## src/rtl/fetch_queue.sv

```systemverilog
// Instruction fetch stage: streams words from synchronous imem into a small
// {word, pc} FIFO whose head feeds decode; handles redirect, halt and stalls.
module fetch_queue #(
  parameter int          DEPTH    = 4,
  parameter logic [15:0] NOP_WORD = 16'h0201,
  localparam int         AW       = $clog2(DEPTH),
  localparam int         CW       = AW + 1
) (
  input  logic          clk,
  input  logic          reset,
  output logic          imem_req,
  output logic [15:0]   imem_addr,
  input  logic [15:0]   imem_data,
  input  logic          redirect,
  input  logic [15:0]   redirect_pc,
  input  logic          halt,
  input  logic          deq,
  output logic [15:0]   ir,
  output logic [15:0]   ir_pc,
  output logic          ir_valid,
  output logic [CW-1:0] count
);

  logic [15:0]   word_q [DEPTH];
  logic [15:0]   pc_q   [DEPTH];

  logic [15:0]   fpc_q, fpc_d;
  logic [AW-1:0] rptr_q, rptr_d;
  logic [AW-1:0] wptr_q, wptr_d;
  logic [CW-1:0] count_q, count_d;
  logic          pend_q, pend_d;
  logic [15:0]   pend_pc_q, pend_pc_d;
  logic          kill_q, kill_d;

  logic          req;
  logic          wr;
  logic          rd;
  logic [CW-1:0] credit;

  // Credits include the in-flight word so the FIFO can never overflow.
  assign credit = count_q + CW'(pend_q);
  assign req    = reset && !halt && !redirect && (credit < CW'(DEPTH));
  assign wr     = pend_q && !kill_q && !redirect;
  assign rd     = deq && (count_q != '0) && !redirect;

  always_comb begin
    fpc_d     = fpc_q;
    rptr_d    = rptr_q;
    wptr_d    = wptr_q;
    count_d   = count_q;
    pend_d    = 1'b0;
    pend_pc_d = pend_pc_q;
    kill_d    = 1'b0;
    if (redirect) begin
      fpc_d   = redirect_pc;
      rptr_d  = '0;
      wptr_d  = '0;
      count_d = '0;
      kill_d  = pend_q;
    end else begin
      rptr_d  = rptr_q + AW'(rd);
      wptr_d  = wptr_q + AW'(wr);
      count_d = count_q + CW'(wr) - CW'(rd);
      if (req) begin
        fpc_d     = fpc_q + 16'd1;
        pend_d    = 1'b1;
        pend_pc_d = fpc_q;
      end
    end
  end

  always_ff @(posedge clk or negedge reset) begin
    if (!reset) begin
      fpc_q     <= '0;
      rptr_q    <= '0;
      wptr_q    <= '0;
      count_q   <= '0;
      pend_q    <= 1'b0;
      pend_pc_q <= '0;
      kill_q    <= 1'b0;
    end else begin
      fpc_q     <= fpc_d;
      rptr_q    <= rptr_d;
      wptr_q    <= wptr_d;
      count_q   <= count_d;
      pend_q    <= pend_d;
      pend_pc_q <= pend_pc_d;
      kill_q    <= kill_d;
    end
  end

  // Storage needs no reset: count gates every read.
  always_ff @(posedge clk) begin
    if (wr) begin
      word_q[wptr_q] <= imem_data;
      pc_q[wptr_q]   <= pend_pc_q;
    end
  end

  assign imem_req  = req;
  assign imem_addr = fpc_q;
  assign ir_valid  = (count_q != '0);
  assign ir        = ir_valid ? word_q[rptr_q] : NOP_WORD;
  assign ir_pc     = ir_valid ? pc_q[rptr_q] : 16'h0000;
  assign count     = count_q;

endmodule
```

## config.mk

```make
export PLATFORM = sky130hd
export DESIGN_NAME = fetch_queue
export DESIGN_NICKNAME = d
export VERILOG_FILES = /design/src/rtl/fetch_queue.sv
export SDC_FILE = /design/constraint.sdc
export NUM_CORES = 1
export LEC_CHECK = 0
export BUFFER_PORTS_ARGS = -buffer_cell sky130_fd_sc_hd__buf_2
export CAP_MARGIN = 20
export CORE_MARGIN = 2
export CORE_UTILIZATION = 45
export DETAILED_ROUTE_END_ITERATION = 16
export GPL_TIMING_DRIVEN = 0
export PLACE_DENSITY = 0.7
export SKIP_LAST_GASP = 1
export SYNTH_ARGS = -nofsm -noshare
export SYNTH_HDL_FRONTEND = slang
export SYNTH_SLANG_ARGS = --single-unit
export TNS_END_PERCENT = 5
```

## constraint.sdc

```tcl
create_clock -name clk -period 9.6 [get_ports clk]
set_input_delay 0.48 -clock clk [delete_from_list [all_inputs] [get_ports clk]]
set_output_delay 0.48 -clock clk [all_outputs]
set_load 0.005 [all_outputs]
```

== Yosys cells after proc, flatten, opt, wreduce, memory -nomap -nowiden ==
Memories as Yosys holds them, arrays and structs flattened.
Index checks and enable logic that the tools add are counted.

* Register bits: 41
* RAM bits: 128
* Input bits: 37
* Output and inout bits: 53
* Word-level logic and storage cells: 42
* Memories: 2

{| class="wikitable"
|+ Memories
! name !! words !! width !! read ports !! clocked after Yosys merged registers in !! wr ports !! RTL line !! RTL
|-
| pc_q || 4 || 16 || 1 || 0 || 1 || 25 || <nowiki>logic [15:0] pc_q [DEPTH];</nowiki>
|-
| word_q || 4 || 16 || 1 || 0 || 1 || 24 || <nowiki>logic [15:0] word_q [DEPTH];</nowiki>
|}

* $add $sub $neg: 6
* Magnitude comparators: 1
* Multiplexer cells: 12
* Bitwise gates (word level): 1
* Reductions and logical operators: 13

{| class="wikitable"
|+ Operators with widths
! kind !! count
|-
| 2-to-1 mux 16 bit || 4
|-
| adder 16 x 1 -> 16 bit, second input constant || 1
|-
| logical AND 1 bit || 7
|-
| adder 3 x 1 -> 3 bit || 2
|-
| 2-to-1 mux 1 bit || 5
|-
| adder 2 x 1 -> 2 bit || 2
|-
| 2-to-1 mux 2 bit || 2
|-
| zero test 1 bit || 3
|-
| < comparator 3 bit, second input constant || 1
|-
| 2-to-1 mux 3 bit || 1
|-
| nonzero test 3 bit || 1
|-
| subtractor 3 x 1 -> 3 bit || 1
|-
| AND reduction 2 bit || 1
|-
| nonzero test 2 bit || 1
|-
| inverter 1 bit || 1
|}

== Logic depth before layout (Yosys ltp) ==
Gate-level depths: netlist of the first run.

* Word-level depth: 6
* Mapped depth: 10
* Gate-level depth less buffers: 10

== Worst setup path after synthesis of the first run ==
No wires, ideal clock.

* Path type: input-to-reg
* Start point: input redirect
* End point: memory pc_q[0][0] (enable)
* Setup time: 0.461 ns
* Data arrival time: 2.863 ns
* Data required time: 9.139 ns
* Slack: 6.276 ns
* Stages: 3
* Path buffers: 0
* Path through: nor2_1 nand2_1 nor3_1

* Longest elaborated chain between the ends: 4

{| class="wikitable"
|+ Ends and longest elaborated chain
! element !! RTL line !! RTL
|-
| start, declared || 14 || <nowiki>input logic redirect,</nowiki>
|-
| zero test 1 bit || 43 || <nowiki>assign wr = pend_q && !kill_q && !redirect;</nowiki>
|-
| logical AND 1 bit || 43 ||
|-
| 2-to-1 mux 1 bit || 94 || <nowiki>if (wr) begin</nowiki>
|-
| 2-to-1 mux 1 bit (not written as such) || 96 || <nowiki>pc_q[wptr_q] <= pend_pc_q;</nowiki>
|-
| end, declared || 25 ||
|}

Every way passes these cells.

== Worst setup path in the final report of the first run ==
* Start point: input reset
* End point: output imem_req

* Longest elaborated chain between the ends: 3

{| class="wikitable"
|+ Ends and longest elaborated chain
! element !! RTL line !! RTL
|-
| start, declared || 10 || <nowiki>input logic reset,</nowiki>
|-
| logical AND 1 bit (3 in a row) || 42 || <nowiki>assign req = reset && !halt && !redirect && (credit < CW'(DEPTH));</nowiki>
|-
| end, declared || 11 || <nowiki>output logic imem_req,</nowiki>
|}

Every way passes these cells.

==> results.sh, run 1 <==
export IMPL_path_max_fanout=43
export IMPL_layout_cell_area_non_filler_mm2=0.00825
export IMPL_async_flop_share_pct=24.3
export IMPL_grt_util_all_layers_pct=17.3
export IMPL_post_synth_main_area_contributors="edfxtp_1 (56%), dfrtp_1 (15%), mux4_2 (11%)"
export IMPL_synth_edf_count=128
export IMPL_irDropWorstVdd_mv=0.134
export IMPL_p_int_mw=1.48
export IMPL_placeableCoreArea_mm2=0.0150
export IMPL_first_pass_iters=5
export IMPL_crit_reg2reg_launch="count[1]$_DFF_PN0_"
export IMPL_gp_routability_congestion=0.830
export IMPL_drtIter0Drc=268
export IMPL_power_frac_comb_pct=15.8
export IMPL_critical_path_max_stage_delay_ps=700
export IMPL_antennaDiodeCount=0
export IMPL_count_of_endpoints_failing_setup_in_the_final_report=0
export IMPL_yosys_area_top_type_share_pct=56.3
export IMPL_dr_total_vias=3797
export IMPL_timing_setup_tns_ps=0
export IMPL_source_to_sink_clock_delay_at_the_later_pin_of_the_worst_skew_pair_ps=410
export IMPL_area_growth_pct=20.8
export IMPL_num_nets_final=546
export IMPL_vias_per_cell=5.39
export IMPL_io_pins=90
export IMPL_number_of_hold_buffers_added_after_cts=0
export IMPL_crit_path_cell_trace="buf_2, nand2b_1, a21oi_1, and2_1, buf_4, buf_6, buf_2"
export IMPL_std_cell_rows=45
export IMPL_path_class="in -> out"
export IMPL_port_buffers=89
export IMPL_grt_start_max_net_pins=44
export IMPL_grt_ovfl_total=0
export IMPL_route_met2_wl_um=6580
export IMPL_cp_endpoint="imem_req"
export IMPL_multi_input_comb_area_mm2=0.00185
export IMPL_achievable_frequency_mhz=348
export IMPL_post_synthesis_net_count=432
export IMPL_grt_first_pass_wirelength_um=20800
export IMPL_fillerInstances=1172
export IMPL_worst_endpoint_required_ps=9120
export IMPL_switching_share_pct=24.5
export IMPL_initial_antenna_violation_count=0
export IMPL_cts_clk_slew_worst_paths_ps=60
export IMPL_top_layer_used_by_detailed_routing="met4"
export IMPL_sequential_cell_area_mm2=0.00487
export IMPL_critical_path_top_cell_by_count="buf_2"
export IMPL_r2r_end="count[2]$_DFF_PN0_"
export IMPL_die_height_um=127
export IMPL_worst_setup_path_startpoint="reset"
export IMPL_drv_slew=0
export IMPL_actual_slew_at_the_worst_max_slew_pin_ps=958
export IMPL_final_hold_violation_count=0
export IMPL_wire_per_inst_um=18.9
export IMPL_wirelength_um=13300
export IMPL_seq_power_share_pct=47.5
export IMPL_cp_start_kind="input port"
export IMPL_drt_met1_wl_um=5860
export IMPL_root_buffer="clkbuf_16"
export IMPL_max_clock_path_buffers=2
export IMPL_synth_ff_type="edfxtp_1"
export IMPL_synth_cell_type_count=40
export IMPL_fin_crit_ps=2870
export IMPL_grt_setup_unrepaired="false"
export IMPL_h_tree_depth=4
export IMPL_dp_hpwl_um=9020
export IMPL_drt_drc=0
export IMPL_final_layout_size_suffix_gt1_share_pct=36.4
export IMPL_cts_buffers=17
export IMPL_wl_met3_um=783
export IMPL_die_area_mm2=0.0162
export IMPL_p_sw_uw=480
export IMPL_r2r_worst_path_depth=10
export IMPL_placed_cell_area_mm2=0.00761
export IMPL_drtAntennaViolNets=0
export IMPL_netlist_top_cell_by_area="edfxtp_1"
export IMPL_numClockSinks=169
export IMPL_die_width_um=127
export IMPL_regToRegSetupSlack_ps=7220
export IMPL_proportion_of_synthesized_chip_area_in_sequential_cells_pct=71.3
export IMPL_post_cts_setup_bufs=0
export IMPL_first_global_vias=3900
export IMPL_cts_tree="done"
export IMPL_synthesis_yosys_warnings=0
export IMPL_syn_inst=389
export IMPL_initial_utilization_pct=45.4
export IMPL_p_leak_nw=3.02
export IMPL_hp_class="in -> async"
export IMPL_power_density_mw_per_mm2=237
export IMPL_postSynthAreaPerCell_um2=17.5
export IMPL_cts_resized=0
export IMPL_timing_critical_path_slowest_stage_cell="buf_2"
export IMPL_drv_max_cap_violation_count=0
export IMPL_synth_ff_latch_count=169
export IMPL_clockPowerShare_pct=36.7
export IMPL_run_status="finished, final reports clean"
export IMPL_netlist_area_mm2=0.00683
export IMPL_worstPathArrival_ps=2390
export IMPL_finalCritPeriodShare_pct=29.9
export IMPL_crit_path_end_kind="output pin"
export IMPL_finClkSkew_ps=5.03
export IMPL_maxSlewHeadroom_pct=35.8
## power by group through the flow
stage | sequential [mW] | combinational (mW) | clock, mW
final | 0.930 | 0.309 | 0.719
after global routing | 0.940 | 0.343 | 0.764
after CTS | 0.930 | 0.315 | 0.734
after detailed placement | 0.945 | 0.312 | 0
after global placement | 0.937 | 0.302 | 0
after floorplan | 0.921 | 0.180 | 0
## metrics by stage
stage / worst slack, ps / power (mW) / instances / util [%] / hold WS, ps
2_1_floorplan: 6280 / 1.10 / 389 / - / 184
3_3_place_gp: 4280 / 1.24 / 666 / 49.9 / 487
3_5_place_dp: 6420 / 1.26 / 671 / 50.6 / 513
4_1_cts: 6330 / 1.98 / 703 / 54.8 / 225
5_1_grt: 6420 / 2.05 / 704 / 54.9 / 263
6_report: 6730 / 1.96 / 704 / 54.9 / 211
## layer usage
layer  global-route usage (%)  vias to the layer above
met5                        0                        -
met4                     5.62                        0
met3                     4.77                        7
met2                     28.1                      133
met1                     23.0                     1911
li1                         -                     1746
## cell type report
class                           count  share of cell area [%]
Buffer                             19                    1.14
Clock buffer                       17                    5.16
Clock inverter                     15                    2.49
Inverter                            8                   0.364
Multi-Input combinational cell    193                    22.5
Sequential cell                   169                    59.0
Tap cell                          188                    2.85
Timing Repair Buffer               95                    6.48
## synthesized netlist by cell type (3+ instances only)
master	n
a31oi_1	10
and2_1	3
and3_1	5
buf_2	3
clkbuf_1	13
dfrtp_1	41
edfxtp_1	128
ha_1	5
inv_1	8
mux2_2	16
mux4_2	32
nand2_1	14
nand3_1	3
nor2_1	16
nor2b_1	33
o21ai_0	8
o31ai_1	7
or4_1	7
xnor2_1	5
xor2_1	4
## registers in the layout, summed over array words and instances, names as in the netlist
name and count:
rptr_q 2, word_q 64, wptr_q 2, pend_pc_q 16
count 3, pend_q 1, kill_q 1, pc_q 64
imem_addr 16
## placed cells by master (no fill, tap or decap), types with 3 or more instances in the layout
cell / n
nand2_1: 14
dfrtp_1: 41
nand3_1: 3
a31oi_1: 10
buf_6: 3
nor2_1: 14
clkinv_1: 3
mux4_2: 32
clkinv_2: 4
xor2_1: 4
or4_1: 7
edfxtp_1: 128
and3_1: 4
o31ai_1: 7
mux2_2: 16
inv_1: 8
o21ai_0: 8
ha_1: 5
clkbuf_1: 13
buf_2: 92
nor2b_1: 33
xnor2_1: 5
clkbuf_16: 17
bufinv_16: 5
and2_1: 3
## worst max-delay path, delay by kind of cell
family,cells,cell delay [ps]
buf+inv,4,1180
simple gates,2,370
compound gates,1,360
## worst min path at each step
stage,start,end,slack [ps]
after floorplan,reset,count[0]$_DFF_PN0_,180
after global placement,pend_pc_q[6]$_DFFE_PN0P_,pc_q[2][6]$_DFFE_PP_,490
after detailed placement,pend_pc_q[11]$_DFFE_PN0P_,pc_q[3][11]$_DFFE_PP_,510
after CTS,reset,imem_addr[2]$_DFFE_PN0P_,230
after global routing,imem_data[3],word_q[0][3]$_DFFE_PP_,260
final,reset,imem_addr[2]$_DFFE_PN0P_,210
## logic make-up (layout without fill, tap and decap cells)
group                      Yosys count  count (layout)  synth area share (%)
buffers and inverters               27             154                  1.81
muxes                               49              49                  13.3
xor gates and xnor gates             9               9                  1.15
adders and majority gates            6               6                  1.21
and+or+nand+nor                     95              95                  7.92
AOI/OAI and AO/OA                   34              34                  3.23
DFF                                169             169                  71.3
(Power assumes the default switching activity.)
==> run 2, diff against run 1 <==
Settings changed: ABC_AREA set to 1, PLACE_DENSITY 0.7 to 0.72.
Clock period 9.6 ns to 2.45 ns, I/O delays scaled along.
==> run 2 against run 1 <==
- non-clock buffer count increased by 56
- wire length increased by 25%
- combinational power increased to 5.6 times the previous value
- cell count increased by 49%
- largest cell class unchanged
- highest routed layer unchanged
==> results.sh, run 2 <==
export IMPL_run_status="finished, final reports clean"
export IMPL_numClockSinks=169
export IMPL_path_max_fanout=5
export IMPL_p_sw_mw=2.30
export IMPL_finClkSkew_ps=10.8
export IMPL_syn_inst=665
export IMPL_met3_usage_pct=5.16
export IMPL_h_tree_depth=4
export IMPL_drtIter0Drc=481
export IMPL_worst_endpoint_required_ps=2790
export IMPL_wire_per_inst_um=15.9
export IMPL_first_pass_iters=5
export IMPL_drtAntennaViolNets=0
export IMPL_synth_top_cells_by_count="nor2_1 (151), edfxtp_1 (128), nand2_1 (84), o21ai_0 (77), nand3_1 (44)"
export IMPL_max_clock_path_buffers=2
export IMPL_drv_slew=0
export IMPL_globalRoute_busiestLayer="met2"
export IMPL_clockPowerShare_pct=32.5
export IMPL_final_layout_size_suffix_gt1_share_pct=19.0
export IMPL_proportion_of_synthesized_chip_area_in_sequential_cells_pct=68.9
export IMPL_first_global_vias=5193
export IMPL_cts_buffers=17
export IMPL_grt_start_max_net_pins=42
export IMPL_timing_critical_path_slowest_stage_cell="dfrtp_1"
export IMPL_grtUsageMet1_pct=26.0
export IMPL_std_cell_rows=45
export IMPL_grt_first_pass_wirelength_um=26300
export IMPL_async_flop_share_pct=24.3
export IMPL_pre_cts_slack_ps=-622
export IMPL_placeableCoreArea_mm2=0.0153
export IMPL_grt_ovfl_total=0
export IMPL_vias_per_cell=5.09
export IMPL_timing_setup_tns_ps=0
export IMPL_grt_util_all_layers_pct=20.8
export IMPL_cts_tree="done"
export IMPL_postSynthAreaPerCell_um2=10.6
export IMPL_initial_antenna_violation_count=0
export IMPL_dp_hpwl_um=11000
export IMPL_achievable_frequency_mhz=438
export IMPL_crit_path_cell_trace="or2_2, nor2_4, buf_8, nor2_1, ha_1, inv_1, ha_1, inv_1, fa_2, and3_1, nor3_2"
export IMPL_power_density_mw_per_mm2=896
export IMPL_gp_routability_congestion=0.819
export IMPL_actual_slew_at_the_worst_max_slew_pin_ps=767
export IMPL_cts_clk_slew_worst_paths_ps=60
export IMPL_p_leak_nw=3.68
export IMPL_grtUsageMet2_pct=35.4
export IMPL_postLayoutSetupSlackWorst_ps=168
export IMPL_synth_edf_count=128
export IMPL_critical_path_max_stage_delay_ps=410
export IMPL_hp_class="in -> reg"
export IMPL_count_of_endpoints_failing_setup_in_the_final_report=0
export IMPL_netlist_top_cell_by_area="edfxtp_1"
export IMPL_cp_start_kind="flip-flop"
export IMPL_die_height_um=129
export IMPL_dr_total_vias=5323
export IMPL_synthesis_yosys_warnings=0
export IMPL_layout_cell_area_non_filler_mm2=0.00892
export IMPL_wirelength_um=16700
export IMPL_die_width_um=129
export IMPL_path_class="reg -> reg"
export IMPL_initial_utilization_pct=46.3
export IMPL_most_common_layout_cells="nor2_1 (150), edfxtp_1 (128), buf_2 (100)"
export IMPL_root_buffer="clkbuf_16"
export IMPL_fin_crit_ps=2280
export IMPL_switching_share_pct=28.8
export IMPL_yosys_area_top_type_share_pct=54.4
export IMPL_synth_cell_type_count=23
export IMPL_final_common_cell="nor2_1"
export IMPL_post_synthesis_net_count=708
export IMPL_num_nets_final=865
export IMPL_p_int_mw=5.69
export IMPL_drt_drc=0
export IMPL_drv_max_cap_violation_count=0
export IMPL_irDropWorstVdd_mv=0.548
export IMPL_netlist_area_mm2=0.00707
export IMPL_grt_setup_unrepaired="false"
export IMPL_synth_ff_type="edfxtp_1"
export IMPL_power_frac_comb_pct=21.5
export IMPL_seq_power_share_pct=46.0
export IMPL_synth_most_common_cell="nor2_1"
export IMPL_finalCritPeriodShare_pct=93.1
export IMPL_synth_ff_latch_count=169
export IMPL_io_pins=90
export IMPL_reg_largest_list="pc_q x64, word_q x64"
export IMPL_area_growth_pct=26.1
export IMPL_antennaDiodeCount=0
export IMPL_post_synth_main_area_contributors="edfxtp_1 (54%), dfrtp_1 (15%), nor2_1 (8.0%)"
export IMPL_crit_path_end_kind="flip-flop"
export IMPL_die_area_mm2=0.0167
export IMPL_port_buffers=88
export IMPL_maxSlewHeadroom_pct=48.6
export IMPL_source_to_sink_clock_delay_at_the_later_pin_of_the_worst_skew_pair_ps=420
export IMPL_fillerInstances=1226
export IMPL_power_total_mw=7.99
export IMPL_placed_cell_area_mm2=0.00794
export IMPL_final_hold_violation_count=0
export IMPL_worstPathArrival_ps=2620
-- run 2: cell count changes after synthesis, moves of 32 or more --
| cell | change |
|---|---|
| o21ai_0 | +69 |
| nand3_1 | +41 |
| nand2_1 | +70 |
| mux4_2 | -32 |
| inv_1 | +33 |
| nor2b_1 | -33 |
| nor2_1 | +135 |
-- run 2: power by group through the flow --
stage	combinational (mW)	clock, mW	sequential [mW]
floorplan	0.838	0	3.64
CTS	1.68	2.64	3.67
global placement	1.50	0	3.71
detailed placement	1.53	0	3.73
finish	1.72	2.60	3.68
global route	1.92	2.75	3.71
-- run 2: cell families after synthesis --
kind of cell | synth area share, %
compound gates | 8.53
xor+xnor | 0.248
fa+ha+maj | 1.17
buf+inv | 4.26
flops | 68.9
simple gates | 16.9
-- run 2: through the flow --
step	hold slack [ps]	std cells	utilization, %
CTS	15.3	1044	58.3
finish	40.8	1046	58.4
floorplan	-173	665	-
detailed placement	307	977	52.0
global route	103	1046	58.4
global placement	309	964	51.0
-- run 2: final timing paths --
check,from,to,slack (ps),depth (start not counted)
max,count[2]$_DFF_PN0_,count[2]$_DFF_PN0_,170,11
min,redirect_pc[0],imem_addr[0]$_DFFE_PN0P_,40,5
max reg2reg,count[2]$_DFF_PN0_,count[2]$_DFF_PN0_,170,11
min reg2reg,pend_pc_q[6]$_DFFE_PN0P_,pc_q[2][6]$_DFFE_PP_,530,0
max in group asynchronous,reset,count[1]$_DFF_PN0_,1960,3
min in group asynchronous,reset,imem_addr[1]$_DFFE_PN0P_,280,3
-- run 2: what timing repair did --
| action | in CTS | in global routing |
|---|---|---|
| endpoints found under the setup margin | 13 | 1 |
| hold endpoints to repair | 120 | 0 |
| buffers inserted | 2 | 2 |
| gates resized for setup | 7 | 2 |
| pin swaps | 1 | 1 |
| hold buffers | 33 | 0 |
-- run 2: per-layer routing --
metal | vias up | routed length (um)
met4 | 0 | 363
li1 | 2588 | -
met1 | 2506 | 6870
met5 | - | 0
met2 | 201 | 8260
met3 | 28 | 1190
-- run 2: layout make-up --
type | instances | area, um^2 | area share, %
timing repair buffer | 138 | 953 | 10.7
multi-input combinational | 422 | 1940 | 21.7
clock inverter | 7 | 92.6 | 1.04
sequential | 169 | 4870 | 54.6
clock buffer | 25 | 485 | 5.44
tap | 211 | 264 | 2.96
buffer | 32 | 154 | 1.73
inverter | 42 | 158 | 1.77
-- run 2: worst max-delay path, delay by kind of cell (launching register included) --
family | cells | cell delay (ps)
AND/OR/NAND/NOR | 5 | 820
adder cells (fa/ha/maj) | 3 | 750
flip-flops | 1 | 410
buffers and inverters | 3 | 210
